[config.mk]
export PLATFORM = sky130hd
export DESIGN_NAME = ptw_axi_reader
export DESIGN_NICKNAME = d
export VERILOG_FILES = /design/src/rtl/ptw_axi_reader.sv
export SDC_FILE = /design/constraint.sdc
export NUM_CORES = 1
export LEC_CHECK = 0
export BUFFER_PORTS_ARGS = -buffer_cell sky130_fd_sc_hd__buf_4
export CORE_ASPECT_RATIO = 1.2
export CORE_MARGIN = 3
export CORE_UTILIZATION = 30
export CTS_BUF_LIST = sky130_fd_sc_hd__clkbuf_8
export DETAILED_ROUTE_END_ITERATION = 6
export GPL_ROUTABILITY_DRIVEN = 0
export SKIP_LAST_GASP = 1
export SLEW_MARGIN = 15
export SYNTH_ARGS = -nofsm -noshare
export SYNTH_HDL_FRONTEND = slang
export SYNTH_SLANG_ARGS = --single-unit
[constraint.sdc]
create_clock -name CLK -period 2.1 [get_ports CLK]
set_input_delay 0 -clock CLK [delete_from_list [all_inputs] [get_ports CLK]]
set_output_delay 0 -clock CLK [all_outputs]
set_load 0.02 [all_outputs]
[src/rtl/ptw_axi_reader.sv]
// Page-table-walk read responder: one pending slot per TLB, round-robin arbitration, one 64-bit AXI4 read per PTE.
// A legal request pulse seen in IDLE goes straight to AR, so the round trip is pulse -> AR -> R -> RESP.
module ptw_axi_reader #(
    parameter int ADDR_WIDTH = 64,
    parameter int DATA_WIDTH = 64,
    parameter int ID_WIDTH   = 4,
    parameter int I_ID       = 0,
    parameter int D_ID       = 1
) (
    input  logic                  CLK,
    input  logic                  RST,
    input  logic                  I_REQ_VALID,
    input  logic [ADDR_WIDTH-1:0] I_REQ_ADDR,
    output logic                  I_RESP_VALID,
    output logic [DATA_WIDTH-1:0] I_RESP_DATA,
    input  logic                  D_REQ_VALID,
    input  logic [ADDR_WIDTH-1:0] D_REQ_ADDR,
    output logic                  D_RESP_VALID,
    output logic [DATA_WIDTH-1:0] D_RESP_DATA,
    output logic                  RESP_ERR,
    output logic                  PROTO_ERR,
    output logic                  ARVALID,
    input  logic                  ARREADY,
    output logic [ADDR_WIDTH-1:0] ARADDR,
    output logic [ID_WIDTH-1:0]   ARID,
    output logic [7:0]            ARLEN,
    output logic [2:0]            ARSIZE,
    output logic [1:0]            ARBURST,
    output logic [3:0]            ARCACHE,
    output logic [2:0]            ARPROT,
    input  logic                  RVALID,
    output logic                  RREADY,
    input  logic [DATA_WIDTH-1:0] RDATA,
    input  logic [ID_WIDTH-1:0]   RID,
    input  logic [1:0]            RRESP,
    input  logic                  RLAST
);
    typedef enum logic [1:0] {IDLE, AR, R, RESP} state_t;

    state_t                state, state_nxt;
    logic                  i_vld, d_vld;
    logic [ADDR_WIDTH-1:0] i_addr, d_addr, addr_q;
    logic [ID_WIDTH-1:0]   arid_q;
    logic                  cur_d, ptr_d, err_q, proto_q;
    logic [DATA_WIDTH-1:0] i_data, d_data, rdata_ok;
    logic                  i_busy, d_busy, i_ok, d_ok, i_cand, d_cand;
    logic                  grant_d, start, r_fire;
    logic                  unused_ok;

    assign unused_ok = ^{RID, RLAST};

    // A requester whose fetch is in flight may not pulse again until its response has gone out.
    assign i_busy  = (state != IDLE) && !cur_d;
    assign d_busy  = (state != IDLE) && cur_d;
    assign i_ok    = I_REQ_VALID && !i_vld && !i_busy;
    assign d_ok    = D_REQ_VALID && !d_vld && !d_busy;
    assign i_cand  = i_vld || i_ok;
    assign d_cand  = d_vld || d_ok;
    assign grant_d = d_cand && (!i_cand || ptr_d);
    assign start   = (state == IDLE) && (i_cand || d_cand);
    assign r_fire  = RVALID && RREADY;
    assign rdata_ok = (RRESP == 2'b00) ? RDATA : '0;

    always_ff @(posedge CLK) begin
        if (RST) begin
            state <= IDLE;
        end else begin
            state <= state_nxt;
        end
    end

    always_comb begin
        state_nxt = state;
        case (state)
            IDLE:    if (start) state_nxt = AR;
            AR:      if (ARVALID && ARREADY) state_nxt = R;
            R:       if (r_fire) state_nxt = RESP;
            RESP:    state_nxt = IDLE;
            default: state_nxt = IDLE;
        endcase
    end

    // Handshake outputs drop in the reset cycle itself; the interconnect is reset alongside us.
    always_comb begin
        ARVALID      = 1'b0;
        RREADY       = 1'b0;
        I_RESP_VALID = 1'b0;
        D_RESP_VALID = 1'b0;
        RESP_ERR     = 1'b0;
        if (!RST) begin
            case (state)
                AR:   ARVALID = 1'b1;
                R:    RREADY  = 1'b1;
                RESP: begin
                    I_RESP_VALID = !cur_d;
                    D_RESP_VALID = cur_d;
                    RESP_ERR     = err_q;
                end
                default: ;
            endcase
        end
    end

    always_ff @(posedge CLK) begin
        if (RST) begin
            i_vld   <= 1'b0;
            d_vld   <= 1'b0;
            i_addr  <= '0;
            d_addr  <= '0;
            addr_q  <= '0;
            arid_q  <= '0;
            cur_d   <= 1'b0;
            ptr_d   <= 1'b0;
            err_q   <= 1'b0;
            proto_q <= 1'b0;
            i_data  <= '0;
            d_data  <= '0;
        end else begin
            if (start && !grant_d) begin
                i_vld <= 1'b0;
            end else if (i_ok) begin
                i_vld  <= 1'b1;
                i_addr <= I_REQ_ADDR;
            end
            if (start && grant_d) begin
                d_vld <= 1'b0;
            end else if (d_ok) begin
                d_vld  <= 1'b1;
                d_addr <= D_REQ_ADDR;
            end
            if (start) begin
                cur_d  <= grant_d;
                arid_q <= grant_d ? ID_WIDTH'(D_ID) : ID_WIDTH'(I_ID);
                if (grant_d) begin
                    addr_q <= d_vld ? d_addr : D_REQ_ADDR;
                end else begin
                    addr_q <= i_vld ? i_addr : I_REQ_ADDR;
                end
                if (i_cand && d_cand) begin
                    ptr_d <= !grant_d;
                end
            end
            if (r_fire) begin
                err_q <= (RRESP != 2'b00);
                if (cur_d) begin
                    d_data <= rdata_ok;
                end else begin
                    i_data <= rdata_ok;
                end
            end
            proto_q <= proto_q || (I_REQ_VALID && !i_ok) || (D_REQ_VALID && !d_ok);
        end
    end

    assign ARADDR      = {addr_q[ADDR_WIDTH-1:3], 3'b000};
    assign ARID        = arid_q;
    assign ARLEN       = 8'd0;
    assign ARSIZE      = 3'd3;
    assign ARBURST     = 2'b01;
    assign ARCACHE     = 4'b0011;
    assign ARPROT      = 3'b001;
    assign I_RESP_DATA = i_data;
    assign D_RESP_DATA = d_data;
    assign PROTO_ERR   = proto_q;
endmodule
==> flow_summary.ini, run 1 <==
[routing]
vias = 18290
wirelength_mm = 65.16
drt-initial-drc-count = 1457
drc_errors = 2
routedWlPerCell_um = 19.75
ant_nets = 0
avgViaCountPerCell = 5.545
first_pass_iters = 7

[pwr]
p_clk_share_pct = 28.3
power_density_nw_per_um2 = 978.6
p_switching_w = 0.008725
internal_power_w = 0.01467
total_power_w = 0.02340
power.leakage_nw = 9.074
ir_worst_vdd_v = 0.0007073
combinationalPowerShare_pct = 37.6
power.share.switching_pct = 37.29
power_frac_seq_pct = 34.0

[global_route]
grt_pass1_wl_mm = 100.9
grt_remaining_overflow = 0
grt_pass1_vias = 18010
grt_max_degree = 120
grt_usage_pct = 20.75
antenna_found_initial = 7

[sta]
finalMaxSlewViolations = 0
setup_viol = 0
skew_ns = 0.02436
max_freq_ghz = 0.5025
worst_slack_ns = 0.1098
worstMarginPinSlew_ns = 0.8065
rsz0062_at_grt = false
fin_crit_sh_pct = 94.77
relSlewSlack_pct = 46.23
hold_viol = 0
finalHoldWorstSlack_ns = 0.1569
min_period_ns = 1.990
setup_tns_ns = 0

[hold_path]
hp-class = input port to flip-flop
whs_path_depth = 4

[clock_tree]
numClockSinks = 319
clock-root-buffer = clkbuf_8
clkLatencyLatePin_ns = 0.65
path_clk_slew_ns = 0.06
clock_path_buffers = 3
cts_tree = yes
numCtsBuffers = 58
htreeDepth = 2

[finish]
syn2layout_area_growth_pct = 40.71
finalNetCount = 2740
utilization_pct = 43.16
drive_gt1_share_pct = 24.29

[synth]
synth_area_leaders = dfxtp_1 38%, nand4_1 9.0%, nand3_1 5.6%
yosysTopAreaCell = dfxtp_1
synth_seq_cells = 319
synthArstFlopShare_pct = 0
ys.flop_type = dfxtp_1
yosysWarnings = 0
synth-edff-count = 0
yosysSeqAreaShare_pct = 37.58
synth.cell_area_sq_um = 16990
yosys.area.top_type_share_pct = 37.58
synthCells = 2080
syn-mean-instance-area_sq_um = 8.169
synth_cell_types = 43

[critical_path]
crit_arrival_ns = 2.56
critPathKind = flip-flop to flip-flop
start_kind = flip-flop
reg2reg_depth = 6
critical_path_required_ns = 2.67
crit_path_end_kind = flip-flop
crit_fanout = 32

[die]
io_pins = 427
initial_core_util_pct = 30.67
die_area_sq_um = 59540
core_region_area_sq_um = 55400
die_h_um = 266.7
dieWidth_um = 223.3
rows = 94

[status]
status = finished with violations
violations = design-rule violations

[job]
maxCapViolCount = 0

[placement]
portBuffers = 389
post-place-ws_ns = 0.1191
dpl.hpwl_mm = 41.52
==> final timing paths <==
check,from,to,slack (ns)
max,state[0],d_addr[17],0.11
min,I_REQ_ADDR[37],i_addr[37],0.16
max reg2reg,state[0],d_addr[17],0.11
min reg2reg,I_RESP_DATA[0],I_RESP_DATA[0],0.45
==> logic make-up after synthesis <==
| kind of cell | Yosys count | share of synthesized area [%] |
|---|---|---|
| AND/OR/NAND/NOR | 1078 | 36.06 |
| flip-flops | 319 | 37.58 |
| AO/OA/AOI/OAI | 270 | 10.89 |
| buffers and inverters | 282 | 7.297 |
| multiplexers | 124 | 7.754 |
| adder cells (fa/ha/maj) | 5 | 0.3682 |
| other | 2 | 0.04420 |
==> state kept, by name, indices dropped and copies added, names as in the netlist <==
signal	cells
cur_d	1
err_q	1
d_vld	1
i_addr	61
i_vld	1
ptr_d	1
PROTO_ERR	1
D_RESP_DATA	64
I_RESP_DATA	64
d_addr	61
addr_q	61
state	2
==> layer usage <==
layer  GRT usage [%]  up-vias  part of all wire [%]
li1                -     8561                     -
met1           25.27     8782                    40
met2           35.73      811                    48
met3           4.532      136                   7.9
met4           8.044        2                   3.2
met5               0        -                 0.020
==> worst max-delay path, stage by stage, from the launching register on <==
cell	delay, ns
dfxtp_1	0.39
inv_1	0.10
ha_1	0.32
or2_4	0.40
buf_12	0.22
or3_1	0.37
nand4_1	0.10
==> Yosys cell counts, types with 2 or more instances <==
| cell type | instances |
|---|---|
| and3_1 | 2 |
| or4_1 | 61 |
| o211ai_1 | 62 |
| mux2_2 | 61 |
| nor4_1 | 62 |
| ha_1 | 5 |
| conb_1 | 2 |
| nor2_1 | 2 |
| inv_1 | 4 |
| buf_4 | 27 |
| nand2b_1 | 126 |
| nand4_1 | 244 |
| clkbuf_1 | 177 |
| nand3_1 | 189 |
| dfxtp_1 | 319 |
| a311oi_1 | 2 |
| a221o_1 | 61 |
| or3_1 | 62 |
| buf_2 | 28 |
| mux2i_1 | 63 |
| nand2_1 | 193 |
| nor2b_1 | 127 |
| o21ai_0 | 3 |
| buf_1 | 40 |
| buf_6 | 6 |
| a21oi_1 | 135 |
==> power groups by stage <==
stage / logic, W / registers, W / clock network (W)
global placement: 0.00832 / 0.00802 / 0
detailed placement: 0.00849 / 0.00805 / 0
CTS: 0.00883 / 0.00795 / 0.00683
global route: 0.00949 / 0.00809 / 0.00705
floorplan: 0.00487 / 0.00830 / 0
finish: 0.00881 / 0.00796 / 0.00663
==> final cells by class <==
type | count | area (sq um)
clock inverters | 24 | 209.0
inverters | 4 | 17.52
diodes | 6 | 15.01
well taps | 720 | 900.9
multi-input cells | 1503 | 9554
fillers | 5325 | 31490
repair buffers | 644 | 5728
clock buffers | 79 | 1087
flip-flops and latches | 319 | 6397
==> cells in the final DEF, fill, tap and decap left out, types with 63 or more instances in the layout <==
cell type | netlist | final
a21oi_1 | 135 | 135
buf_4 | 27 | 417
clkbuf_8 | 0 | 79
dfxtp_1 | 319 | 316
dlygate4sd3_1 | 0 | 194
mux2i_1 | 63 | 63
nand2_1 | 193 | 193
nand2b_1 | 126 | 124
nand3_1 | 189 | 189
nand4_1 | 244 | 244
nor2b_1 | 127 | 125
==> through the flow <==
stage,cell area [sq um],std cells
floorplan,17080,2104
global placement,20630,2995
detailed placement,20630,2995
CTS,23890,3293
global route,23910,3298
finish,23910,3299
==> what timing repair did <==
item                                    CTS  global route
hold endpoints to repair                319             0
endpoints found under the setup margin    0             4
setup buffers                             0             0
gates resized for setup                   0             1
hold buffers                            195             0
No activity file was read; power rests on OpenSTA's default activity.
==> run 2, diff against run 1 <==
Settings changed: REMOVE_ABC_BUFFERS from default to 1.
Clock period 2.1 ns to 2 ns, I/O delays scaled along.
==> flow_summary.ini, run 2 (synthesis gave the netlist of run 1 again) <==
[die]
io_pins = 427
dieWidth_um = 223.3
rows = 94
die_area_sq_um = 59540
die_h_um = 266.7
core_region_area_sq_um = 55400
initial_core_util_pct = 30.67

[routing]
avgViaCountPerCell = 5.476
drc_errors = 0
drt-initial-drc-count = 1399
first_pass_iters = 5
wirelength_mm = 63.76
routedWlPerCell_um = 19.34
vias = 18050
ant_nets = 0

[hold_path]
hold_start = I_REQ_ADDR[15]
hold-path-endpoint = i_addr[15]
whs_path_depth = 4
hp-class = input port to flip-flop

[pwr]
ir_worst_vdd_v = 0.0006262
p_clk_share_pct = 26.5
power_density_nw_per_um2 = 1002
internal_power_w = 0.01480
combinationalPowerShare_pct = 38.6
power.share.switching_pct = 38.05
p_switching_w = 0.009093
power.leakage_nw = 9.075
power_frac_seq_pct = 34.9

[finish]
n_fill_cell = 5410
fin_area_sq_um = 23850
final_cell_mix = 417 x buf_4, 316 x dfxtp_1, 244 x nand4_1
syn2layout_area_growth_pct = 40.39
final_common_cell = buf_4
finalNetCount = 2743
drive_gt1_share_pct = 24.04

[critical_path]
r2r_slack_ns = 0.1
crit_path_end_kind = flip-flop
critPathKind = flip-flop to flip-flop
slowest_stage = dfxtp_1
slowest_delay_ns = 0.42
cp_num_buf_inv = 2
crit_fanout = 28
critical_path_required_ns = 2.56
worst_r2r_startpoint = state[1]
r2r-end = d_addr[62]
crit_arrival_ns = 2.47
crit_start = state[1]
timing.critical_path.max_delay_family = simple AND/OR/NAND/NOR gates
crit_chain = inv_1, ha_2, or2_4, buf_4, or3_1, nand4_1
start_kind = flip-flop
reg2reg_depth = 6

[global_route]
grt_max_degree = 109
antenna_found_initial = 3
grt_pass1_vias = 17850
grt_remaining_overflow = 0
grt_usage_pct = 20.32
grt_pass1_wl_mm = 99.26

[job]
maxCapViolCount = 0

[sta]
relSlewSlack_pct = 53.61
worstMarginPinSlew_ns = 0.6958
max_freq_ghz = 0.5257
worst_slack_ns = 0.09775
finalMaxSlewViolations = 0
setup_viol = 0
rsz0062_at_grt = false
skew_ns = 0.03083
min_period_ns = 1.902
setup_tns_ns = 0
fin_crit_sh_pct = 95.11
hold_viol = 0

[clock_tree]
path_clk_slew_ns = 0.06
clock_path_buffers = 3
numCtsBuffers = 57
clkLatencyLatePin_ns = 0.65
clock-root-buffer = clkbuf_8
numClockSinks = 319
cts_tree = yes
htreeDepth = 2

[placement]
dpl.hpwl_mm = 39.81
post-place-ws_ns = 0.05571
postPlaceCellArea_sq_um = 20730
portBuffers = 389

[status]
status = completed
-- run 2: changes by cell type in the layout (fill, tap and decap cells not counted), moves of 2 or more --
cell | before | now
buf_12 | 32 | 35
buf_6 | 0 | 2
bufinv_16 | 4 | 2
clkbuf_8 | 79 | 70
clkinv_2 | 8 | 4
diode_2 | 6 | 2
inv_1 | 14 | 24
inv_6 | 0 | 2
-- run 2: power by group through the flow --
stage	registers [W]	logic (W)	clock network (W)
floorplan	0.00864	0.00344	0
global placement	0.00841	0.00864	0
detailed placement	0.00844	0.00887	0
CTS	0.00833	0.00921	0.00656
global route	0.00848	0.00993	0.00682
finish	0.00835	0.00922	0.00633
-- run 2: timing repair --
action / in CTS / in global routing
setup buffers: 0 / 1
endpoints found under the hold margin: 319 / 0
pin swaps: 0 / 1
gates resized for setup: 1 / 4
hold buffers: 193 / 0
setup endpoints to repair: 1 / 99
-- run 2: metal layers --
metal	GRT usage [%]	share of wire (%)
met5	0	0.020
met4	5.792	2.2
met3	3.806	7.0
met2	35.21	48
met1	25.80	42
-- run 2: how the worst max path moves through the flow --
stage               cells after the start          to  slack [ns]
finish                                  6  d_addr[62]         0.1
global route                            6  d_addr[62]       0.008
CTS                                     7  i_addr[31]        0.02
detailed placement                      7  i_addr[31]        0.06
global placement                        7  i_addr[34]        0.13
floorplan                               3       ptr_d       -6.01
-- run 2: final cells by class --
cell class	count	area, sq um	share of cell area [%]
clock buffers	70	963.4	4.039
clock inverters	31	191.4	0.8025
diodes	2	5.005	0.02098
flip-flops and latches	319	6397	26.82
well taps	720	900.9	3.777
multi-input cells	1503	9578	40.15
repair buffers	648	5801	24.32
inverters	4	17.52	0.07343
-- run 2: worst min-delay path, cell delays in order --
cell           delay, ns
dlygate4sd3_1       0.52
buf_4               0.11
nand4_1             0.07
nand4_1             0.07
-- run 2: stage by stage --
stage,hold WS [ns],total power (W),cells,utilization (%)
2_1_floorplan,0.06907,0.01208,1826,-
3_3_place_gp,0.2511,0.01705,3000,37.43
3_5_place_dp,0.2589,0.01731,3000,37.43
4_1_cts,0.08090,0.02411,3294,43.00
5_1_grt,0.1303,0.02523,3296,43.06
6_report,0.1507,0.02389,3297,43.06
==> run 3, diff against run 2 <==
Clock period 2 ns to 1.89 ns, I/O delays scaled along.
==> flow_summary.ini, run 3 (synthesis gave the netlist of run 1 again) <==
[status]
status = completed

[clock_tree]
numCtsBuffers = 57
clock_path_buffers = 3
cts_tree = yes
path_clk_slew_ns = 0.06
clkLatencyLatePin_ns = 0.64
clock-root-buffer = clkbuf_8
htreeDepth = 2
numClockSinks = 319

[critical_path]
crit_arrival_ns = 2.32
timing.critical_path.max_delay_family = buffers and inverters
crit_path_end_kind = flip-flop
crit_chain = inv_1, ha_2, buf_4, nor4b_4, buf_4, buf_4, a221o_1
slowest_delay_ns = 0.34
slowest_stage = a221o_1
critPathKind = flip-flop to flip-flop
cpMostUsedCell = buf_4
crit_fanout = 14
start_kind = flip-flop
cp_num_buf_inv = 4
critical_path_required_ns = 2.39

[global_route]
grt_pass1_wl_mm = 98.51
grt_usage_pct = 20.08
grt_max_degree = 85
antenna_found_initial = 6
grt_pass1_vias = 17920
grt_remaining_overflow = 0

[job]
maxCapViolCount = 0

[pwr]
internal_power_w = 0.01601
power_density_nw_per_um2 = 1063
p_switching_w = 0.009618
combinationalPowerShare_pct = 38.4
power.share.switching_pct = 37.52
ir_worst_vdd_v = 0.0006755
power.leakage_nw = 9.214
p_clk_share_pct = 27.3
power_frac_seq_pct = 34.4

[routing]
ant_nets = 0
routedWlPerCell_um = 19.15
first_pass_iters = 5
drc_errors = 0
wirelength_mm = 63.61
avgViaCountPerCell = 5.522
drt-initial-drc-count = 1286
vias = 18340

[finish]
n_fill_cell = 5280
final_cells = 3321
syn2layout_area_growth_pct = 41.89
regArea_sq_um = 6397
drive_gt1_share_pct = 25.06
fin_area_sq_um = 24110
multi_input_area_sq_um = 9575
finalNetCount = 2763
final_cell_mix = 436 x buf_4, 316 x dfxtp_1, 244 x nand4_1
final_common_cell = buf_4

[hold_path]
hp-class = input port to flip-flop

[sta]
hold_viol = 0
max_freq_ghz = 0.5486
worstMarginPinSlew_ns = 0.8086
rsz0062_at_grt = true
setup_viol = 0
fin_crit_sh_pct = 96.45
min_period_ns = 1.823
finalMaxSlewViolations = 0
skew_ns = 0.03262
relSlewSlack_pct = 45.97

[die]
core_region_area_sq_um = 55400
die_area_sq_um = 59540
initial_core_util_pct = 30.67
io_pins = 427
rows = 94
dieWidth_um = 223.3
die_h_um = 266.7

[placement]
postPlaceCellArea_sq_um = 20880
portBuffers = 389
dpl.hpwl_mm = 40.41
place_inst = 3018
-- run 3: layout make-up --
cell class	instances	share of cell area, %
inverter	4	0.07266
sequential	319	26.53
tap	720	3.737
timing repair buffer	668	24.77
antenna	3	0.03114
clock buffer	77	4.396
clock inverter	27	0.7421
multi-input combinational	1503	39.72
-- run 3: worst register-to-register path, cell delays in order, from the launching register on --
cell,delay (ns)
dfxtp_1,0.33
inv_1,0.09
ha_2,0.25
buf_4,0.20
nor4b_4,0.14
buf_4,0.16
buf_4,0.19
a221o_1,0.35
-- run 3: per-stage QoR --
stage	setup WS [ns]	setup TNS, ns	util, %	power [W]	hold WS (ns)
3_3_place_gp	0.06112	0	37.69	0.01807	0.2502
2_1_floorplan	-6.116	-1477.34	-	0.01267	0.06907
4_1_cts	0.02659	0	43.43	0.02586	0.08602
6_report	0.06717	0	43.52	0.02563	0.1670
5_1_grt	-0.04233	-0.4574	43.52	0.02705	0.1221
3_5_place_dp	0.01795	0	37.69	0.01835	0.2577
-- run 3: final timing paths --
check | startpoint | end | slack (ns) | cells after the start
setup / recovery | state[0] | addr_q[37] | 0.07 | 7
hold / removal | I_REQ_ADDR[38] | i_addr[38] | 0.17 | 4
setup reg to reg | state[0] | addr_q[37] | 0.07 | 7
hold reg to reg | I_RESP_DATA[37] | I_RESP_DATA[37] | 0.45 | 2
-- run 3: timing repair --
item,4_1_cts,5_1_grt
setup buffers,0,2
endpoints found under the hold margin,319,0
pin swaps,0,0
endpoints found under the setup margin,9,56
gates resized for setup,2,5
gates cloned,0,1
hold buffers,193,0
-- run 3: routing by layer --
layer / vias to the layer above / global-route usage (%) / part of all wire, %
met5: - / 0 / 0.057
met1: 8894 / 24.77 / 41
met4: 6 / 6.583 / 2.8
met3: 132 / 4.631 / 7.8
li1: 8615 / - / -
met2: 693 / 34.58 / 48
-- run 3: power by group through the flow --
| stage | Combinational [W] | Sequential [W] | Clock [W] |
|---|---|---|---|
| 4_1_cts | 0.00982 | 0.00880 | 0.00725 |
| 3_5_place_dp | 0.00945 | 0.00890 | 0 |
| 5_1_grt | 0.0106 | 0.00895 | 0.00752 |
| 6_report | 0.00983 | 0.00881 | 0.00699 |
| 2_1_floorplan | 0.00358 | 0.00910 | 0 |
| 3_3_place_gp | 0.00917 | 0.00890 | 0 |
